===== src/rtl/theremin_pkg.sv =====
// Shared definitions for the theremin pulse generator and width detector.
// Both ends import the same tick constant so a written width reads back unchanged.
package theremin_pkg;

    typedef enum logic [1:0] {
        IDLE = 2'd0,
        HIGH = 2'd1,
        LOW  = 2'd2
    } pg_state_t;

    localparam int TICK_DIV_DEFAULT = 100;
    localparam int CNT_W_DEFAULT    = 13;

endpackage


===== src/rtl/tick_prescaler.sv =====
// Free-running 0..TICK_DIV-1 counter; tick_o marks the wrap cycle.
// clear_i holds the counter at zero and suppresses the tick.
module tick_prescaler #(
    parameter int TICK_DIV = theremin_pkg::TICK_DIV_DEFAULT
) (
    input  logic clk_i,
    input  logic rst_ni,
    input  logic clear_i,
    output logic tick_o
);

    localparam int CW = (TICK_DIV > 2) ? $clog2(TICK_DIV) : 1;
    localparam logic [CW-1:0] LAST = CW'(TICK_DIV - 1);

    logic [CW-1:0] cnt_q, cnt_d;

    always_comb begin
        cnt_d = cnt_q + CW'(1);
        if (clear_i || (cnt_q == LAST)) begin
            cnt_d = '0;
        end
    end

    assign tick_o = !clear_i && (cnt_q == LAST);

    always_ff @(posedge clk_i or negedge rst_ni) begin
        if (!rst_ni) begin
            cnt_q <= '0;
        end else begin
            cnt_q <= cnt_d;
        end
    end

endmodule


===== src/rtl/pulse_gen.sv =====
// Programmable pulse generator: vout high for width ticks, low for gap ticks,
// optionally repeating back-to-back.
//   state | meaning
//   IDLE  | waiting for start; vout=0, busy=0
//   HIGH  | driving vout=1, counting width ticks
//   LOW   | driving vout=0, counting gap ticks
module pulse_gen
    import theremin_pkg::*;
#(
    parameter int TICK_DIV = TICK_DIV_DEFAULT,
    parameter int CNT_W    = CNT_W_DEFAULT
) (
    input  logic             clk_i,
    input  logic             rst_ni,
    input  logic             start_i,
    input  logic [CNT_W-1:0] width_i,
    input  logic [CNT_W-1:0] gap_i,
    input  logic             repeat_i,
    input  logic             abort_i,
    output logic             vout_o,
    output logic             busy_o,
    output logic             done_o
);

    pg_state_t        state_q;
    logic [CNT_W-1:0] remain_q;
    logic [CNT_W-1:0] gap_q;
    logic             vout_q, busy_q, done_q;

    pg_state_t        ld_state_d;
    logic [CNT_W-1:0] ld_remain_d;
    logic             tick;
    logic             presc_clear;

    // Prescaler restarts from zero on every accept and after abort.
    assign presc_clear = (state_q == IDLE) || abort_i;

    tick_prescaler #(
        .TICK_DIV (TICK_DIV)
    ) u_presc (
        .clk_i   (clk_i),
        .rst_ni  (rst_ni),
        .clear_i (presc_clear),
        .tick_o  (tick)
    );

    // Phase selected when a new period is loaded from the ports.
    always_comb begin
        ld_state_d  = IDLE;
        ld_remain_d = '0;
        if (width_i != '0) begin
            ld_state_d  = HIGH;
            ld_remain_d = width_i;
        end else if (gap_i != '0) begin
            ld_state_d  = LOW;
            ld_remain_d = gap_i;
        end
    end

    always_ff @(posedge clk_i or negedge rst_ni) begin
        if (!rst_ni) begin
            state_q  <= IDLE;
            remain_q <= '0;
            gap_q    <= '0;
            vout_q   <= 1'b0;
            busy_q   <= 1'b0;
            done_q   <= 1'b0;
        end else begin
            done_q <= 1'b0;
            case (state_q)
                IDLE: begin
                    if (start_i && !abort_i) begin
                        gap_q    <= gap_i;
                        state_q  <= ld_state_d;
                        remain_q <= ld_remain_d;
                        vout_q   <= (ld_state_d == HIGH);
                        busy_q   <= (ld_state_d != IDLE);
                        done_q   <= (ld_state_d == IDLE);
                    end
                end
                HIGH, LOW: begin
                    if (abort_i) begin
                        state_q  <= IDLE;
                        remain_q <= '0;
                        gap_q    <= '0;
                        vout_q   <= 1'b0;
                        busy_q   <= 1'b0;
                    end else if (tick) begin
                        if (remain_q == CNT_W'(1)) begin
                            if ((state_q == HIGH) && (gap_q != '0)) begin
                                state_q  <= LOW;
                                remain_q <= gap_q;
                                vout_q   <= 1'b0;
                            end else begin
                                done_q <= 1'b1;
                                if (repeat_i) begin
                                    gap_q    <= gap_i;
                                    state_q  <= ld_state_d;
                                    remain_q <= ld_remain_d;
                                    vout_q   <= (ld_state_d == HIGH);
                                    busy_q   <= (ld_state_d != IDLE);
                                end else begin
                                    state_q  <= IDLE;
                                    remain_q <= '0;
                                    gap_q    <= '0;
                                    vout_q   <= 1'b0;
                                    busy_q   <= 1'b0;
                                end
                            end
                        end else begin
                            remain_q <= remain_q - CNT_W'(1);
                        end
                    end
                end
                default: begin
                    state_q <= IDLE;
                    vout_q  <= 1'b0;
                    busy_q  <= 1'b0;
                end
            endcase
        end
    end

    assign vout_o = vout_q;
    assign busy_o = busy_q;
    assign done_o = done_q;

endmodule


===== config.mk =====
export PLATFORM = sky130hd
export DESIGN_NAME = pulse_gen
export DESIGN_NICKNAME = d
export VERILOG_FILES = /design/src/rtl/theremin_pkg.sv /design/src/rtl/tick_prescaler.sv /design/src/rtl/pulse_gen.sv
export SDC_FILE = /design/constraint.sdc
export NUM_CORES = 1
export LEC_CHECK = 0
export ABC_AREA = 0
export CAP_MARGIN = 20
export CORE_ASPECT_RATIO = 1.4
export CORE_MARGIN = 2
export CORE_UTILIZATION = 55
export DETAILED_ROUTE_END_ITERATION = 16
export DONT_BUFFER_PORTS = 1
export PLACE_DENSITY = 0.78
export SYNTH_ARGS = -nofsm -noshare
export SYNTH_HDL_FRONTEND = slang
export SYNTH_SLANG_ARGS = --single-unit

===== constraint.sdc =====
create_clock -name clk_i -period 2.7 [get_ports clk_i]
set_clock_uncertainty 0.1 [all_clocks]
set_input_delay 0.54 -clock clk_i [delete_from_list [all_inputs] [get_ports clk_i]]
set_output_delay 0.54 -clock clk_i [all_outputs]
set_load 0.01 [all_outputs]

Yosys cells after proc, flatten, opt, wreduce, memory -nomap -nowiden
Cells that the tools add are included.
{ "word_totals": {"regBits": 38, "input_bits": 31, "output_inout_bits": 3, "wordCells": 83} }
{ "classes": {"n_addsub": 2, "n_eq_ne": 9, "muxes": 46, "reduce_logical": 19} }
{ "op_table": {"columns": ["operator", "count"], "rows": [
  ["two-way mux 13 bit", 14],
  ["case mux 13 bit (2 select lines)", 2],
  ["nonzero test 13 bit", 3],
  ["two-way mux 1 bit", 17],
  ["two-way mux 2 bit", 8],
  ["== test 13 x 1 -> 1 bit, second input constant", 1],
  ["subtractor 13 x 1 -> 13 bit, second input constant", 1],
  ["inequality test 3 bit, second input constant", 3],
  ["adder 7 x 1 -> 7 bit, second input constant", 1],
  ["== test 7 bit, second input constant", 1],
  ["two-way mux 7 bit", 1],
  ["case mux 1 bit (2 select lines)", 3],
  ["AND reduction 3 bit", 2],
  ["AND reduction 5 bit", 1],
  ["== test 2 x 1 -> 1 bit, second input constant", 2],
  ["zero test 2 bit", 2],
  ["case mux 2 bit (2 select lines)", 1],
  ["AND reduction 4 bit", 1],
  ["nonzero test 2 bit", 2],
  ["logical AND 1 bit", 3],
  ["== test 2 bit, second input constant", 1],
  ["zero test 1 bit", 2],
  ["logical OR 1 bit", 2],
  ["inequality test 2 x 1 -> 1 bit, second input constant", 1],
  ["OR reduction 2 bit", 1]
]} }

Logic depth before layout (Yosys ltp)
{ "logic_depth": {"depth_word": 10, "depth_mapped": 9, "depth_no_buf": 7} }

Hierarchy
Synthesis repeated with hierarchy kept, for this count alone.
{ "unflattened": {"cells_unflattened": 306, "area_unflattened_um2": 2697.6} }
{ "by_module_without_submodules": {"columns": ["mod", "instances", "cells_per_inst", "area_each_um2", "seq_area_each_um2"], "rows": [
  ["pulse_gen", 1, 275, 2368.5, 775.7],
  ["tick_prescaler", 1, 31, 329.1, 175.2]
]} }

Worst setup path after synthesis
No wires, ideal clock.
{ "synth_timing": {"kind": "reg2reg", "start": "register state_q[0]", "end": "register remain_q[4]", "setup_ns": 0.126, "t_arrival_ns": 2.284, "required_ns": 2.474, "path_slack_ns": 0.190, "stages_incl_launch_ff": 9, "synth_period_minus_slack_ns": 2.510, "path_cell_list": "dfrtp_1 -> inv_1 -> ha_1 -> or3b_2 -> a21oi_1 -> o21ai_1 -> clkbuf_1 -> o21bai_1 -> a221o_1"} }
{ "synth_between": {"elab_chain_cells": 7, "word_cells_on_any_way": 17, "cone_classes": "eq/ne: 4; mux: 5; reduce/logical: 8"} }
{ "synth_lines": {"columns": ["element", "line", "rtl"], "rows": [
  ["from (decl)", "pulse_gen.sv:25", "pg_state_t state_q;"],
  ["from (signal assigned)", "pulse_gen.sv:74", "state_q <= ld_state_d;"],
  ["from (signal assigned)", "pulse_gen.sv:98", "state_q <= ld_state_d;"],
  ["== test 2 x 1 -> 1 bit", "pulse_gen.sv:70, pulse_gen.sv:90", null],
  ["logical AND 1 bit", "pulse_gen.sv:90", "if ((state_q == HIGH) && (gap_q != '0)) begin"],
  ["two-way mux 13 bit", "pulse_gen.sv:90", null],
  ["two-way mux 13 bit", "pulse_gen.sv:89", "if (remain_q == CNT_W'(1)) begin"],
  ["two-way mux 13 bit", "pulse_gen.sv:88", "end else if (tick) begin"],
  ["two-way mux 13 bit", "pulse_gen.sv:82", "if (abort_i) begin"],
  ["case mux 13 bit (2 select lines)", "pulse_gen.sv:70", "case (state_q)"],
  ["to (signal assigned)", "pulse_gen.sv:75", "remain_q <= ld_remain_d;"],
  ["to (signal assigned)", "pulse_gen.sv:92", "remain_q <= gap_q;"],
  ["to (signal assigned)", "pulse_gen.sv:99", "remain_q <= ld_remain_d;"],
  ["to (decl)", "pulse_gen.sv:26", "logic [CNT_W-1:0] remain_q;"]
]} }
Parallel ways exist; a longest one is shown, timed or not. The select of a mux whose other input is x is not followed.
A chain may end at the register's enable or synchronous reset.

Final worst setup path
{ "layout_timing": {"start": "register remain_q[9]", "end": "register remain_q[3]"} }
{ "layout_between": {"elab_chain_cells": 5} }
{ "layout_lines": {"columns": ["element", "line"], "rows": [
  ["== test 13 x 1 -> 1 bit", "pulse_gen.sv:89"],
  ["two-way mux 13 bit", "pulse_gen.sv:89"],
  ["two-way mux 13 bit", "pulse_gen.sv:88"],
  ["two-way mux 13 bit", "pulse_gen.sv:82"],
  ["case mux 13 bit (2 select lines)", "pulse_gen.sv:70"]
]} }
Every way passes these cells. The select of a mux whose other input is x is not followed.

==> flow_metrics.tcl <==
set metrics [dict create \
    whs_ps 271.0 \
    fp.dieW_um 62.74 \
    dominantRegCellSynth "sky130_fd_sc_hd__dfrtp_1" \
    synthesis.nets 340 \
    critical_path_class "flip-flop to flip-flop" \
    die_area_um2 5410 \
    mapped_cells 303 \
    initial_core_util_pct 57.64 \
    totalWireLength_um 7534 \
    share_seq_of_total_power_pct 30.6 \
    grtUsageMet1_pct 35.20 \
    timing.critical_path.fanout_max 17 \
    drt-initial-drc-count 136 \
    worst_ir_drop_vdd_uv 815.4 \
    top_level_ports 34 \
    outcome "complete, no violations" \
    library_cells_used_by_synthesis 62 \
    vias 2576 \
    timing.critical_path.from_type "flip-flop" \
    place_congestion 0.9609 \
    worst_ep_required_time_ps 2790 \
    yosysSeqAreaShare_pct 35.80 \
    rows 29 \
    synth_enable_flop_cells 0 \
    global_route.usage.met2_pct 50.73 \
    cts_tree "built" \
    tightest_slew_ps 453.1 \
    portBuffers 0 \
    yosys.area.top_type "sky130_fd_sc_hd__dfrtp_1" \
    synth_common_cells "sky130_fd_sc_hd__dfrtp_1 (38), sky130_fd_sc_hd__nor2_1 (25), sky130_fd_sc_hd__a21oi_1 (23), sky130_fd_sc_hd__nand2_1 (23), sky130_fd_sc_hd__o21ai_0 (20)" \
    leakage_uw 0.001186 \
    cts.repair_timing.setup_buffer_count 0 \
    share_of_cells_above_drive_strength_1_pct 16.40 \
    hold_viol_final 0 \
    tritoncts.num_buffers 5 \
    clockBufferDepth 2 \
    cp.arrival_ps 2650 \
    timing.final.crit_period_ps 2562 \
    yosysMostFrequentCell "sky130_fd_sc_hd__dfrtp_1" \
    via_count_of_the_first_global_routing_pass 2479 \
    avg_inst_size_synth_um2 8.767 \
    fin_util_pct 63.97 \
    drt-vias-per-instance 6.797 \
    share_comb_of_total_power_pct 57.1 \
    drt_pass1_iterations 5 \
    final-instance-count-excl-fill 379 \
    synthTopCellsByArea "sky130_fd_sc_hd__dfrtp_1 (36%), sky130_fd_sc_hd__o31ai_1 (4.5%), sky130_fd_sc_hd__a21oi_1 (4.3%), sky130_fd_sc_hd__o21ai_0 (3.8%), sky130_fd_sc_hd__nor2_1 (3.5%)" \
    cts.sinks 38 \
    syn_area_um2 2656 \
    synth_top_area_share_pct 35.80 \
    place.detailed.hpwl_um 5610 \
    synth-seq-cells 38 \
    syn_warnings 0 \
    grt-ovfl-total 0 \
    grt_antenna_before_repair 0 \
    grt.total_usage_pct 28.79 \
    switching_power_of_the_nets_uw 1601 \
    worst_skew_pair_latency_ps 300 \
    layout_worst_path_cycle_share_pct 94.88 \
    final_nets 353 \
    maxCapViolCount 0 \
    die-height_um 86.23 \
    power.density_cell_area_nw_per_um2 1161 \
    hold_path.class "input port to flip-flop" \
    area_delta_synth_final_pct 10.98 \
    ctsRootBufferMaster "sky130_fd_sc_hd__clkbuf_8" \
    cellInternalPower_uw 1823 \
    async_flop_share_pct 100.0 \
    timing.setup.tns_ps 0 \
    grt_first_pass_wirelength_um 12140 \
    worst_slew_margin_rel_pct 69.56 \
    net_sw_share_pct 46.76 \
    antenna-diode-count 0 \
    maxSlewViolCount 0 \
    coreArea_um2 4608 \
    wire_per_inst_um 19.88 \
    rsz_0062_raised_after_global_routing "no" \
    max_freq_mhz 390.4 \
    cp-end-kind "flip-flop" \
    fillers 393 \
    grt_use_met3_pct 3.247 \
    largest_net_degree_at_the_start_of_global_routing 39 \
    clk_pin_slew_worst_paths_ps 80 \
    top_usage_layer "met2" \
    final-setup-viol-count 0 \
    dpl.cell_count 369 \
    share_clk_of_total_power_pct 12.3 \
    htreeDepth 2 \
    post-route-drc-count 0 \
    antenna_left 0 \
]
[power by group through the flow]
stage                     sequential, µW  clock [µW]  combinational (µW)
after floorplan                      952           0                1400
after global placement              1040           0                1830
after detailed placement            1040           0                1870
after CTS                           1040         426                1900
after global routing                1070         448                2150
final                               1050         422                1950
[layer usage]
layer / vias up / share of wire, %
met5: - / 0
met4: 0 / 4.0
met3: 28 / 6.3
met2: 142 / 50
met1: 1232 / 40
li1: 1174 / -
[path summary, 6_finish.rpt]
check | from | endpoint | slack [ps] | cells past startpoint
max reg2reg | remain_q[9] | remain_q[3] | 140 | 5
min | gap_i[8] | gap_q[8] | 270 | 2
max in group asynchronous | rst_ni | u_presc.cnt_q[6] | 1700 | 2
min in group asynchronous | rst_ni | remain_q[12] | 590 | 2
max | remain_q[9] | remain_q[3] | 140 | 5
min reg2reg | u_presc.cnt_q[0] | u_presc.cnt_q[0] | 360 | 1
[logic make-up after synthesis]
logic type	after synthesis	synth area share [%]
buf+inv	29	5.275
mux	2	0.7537
xor+xnor	8	2.638
compound gates	111	29.30
fa+ha+maj	6	2.826
flops	38	35.80
simple gates	109	23.41
[layout make-up]
type | instances | area [µm²] | share of cell area [%]
inverter | 9 | 33.78 | 1.146
tap | 62 | 77.57 | 2.632
clock inverter | 2 | 12.51 | 0.4244
timing repair buffer | 26 | 210.2 | 7.131
sequential | 38 | 950.9 | 32.26
multi-input combinational | 236 | 1580 | 53.61
clock buffer | 6 | 82.58 | 2.801
[what timing repair did]
| action | CTS | global route |
|---|---|---|
| resized for setup | 0 | 2 |
| endpoints found under the setup margin | 0 | 3 |
| hold endpoints to repair | 38 | 0 |
| hold buffers | 2 | 0 |
[layout by cell type, fill, tap and decap left out, drive strengths merged, types with 3 or more instances in the layout]
cell type	instances
a211o	3
a21oi	25
or4	4
clkbuf	6
a41oi	4
or3	3
a31oi	4
ha	6
a221o	4
a22oi	3
nand3	7
nor4	11
dfrtp	38
o21ai	25
nor2	25
a221oi	3
nand2	23
a21o	4
or3b	3
buf	25
nor3	10
xnor2	6
a211oi	4
o31ai	16
nor2b	6
inv	9
[state kept, by name, summed over array words and instances, names as in the netlist]
signal and count:
vout_o 1, state_q 2, gap_q 13, busy_o 1, remain_q 13, u_presc.cnt_q 7
done_o 1
[worst max-delay path: stages (launching register included)]
cell and delay, ps:
sky130_fd_sc_hd__dfrtp_1 480, sky130_fd_sc_hd__or4_4 620, sky130_fd_sc_hd__or4_4 680, sky130_fd_sc_hd__nand2_1 150, sky130_fd_sc_hd__o21bai_1 70, sky130_fd_sc_hd__a221o_1 350
[metrics by stage]
stage | cell area (µm²) | worst slack [ps] | power, µW
after floorplan | 2656 | 190.2 | 2355
after global placement | 2811 | 163.7 | 2870
after detailed placement | 2811 | 115.7 | 2916
after CTS | 2937 | 82.32 | 3364
after global routing | 2948 | 32.19 | 3667
final | 2948 | 138.3 | 3424
Note: power is estimated with default switching activity, not from simulation.
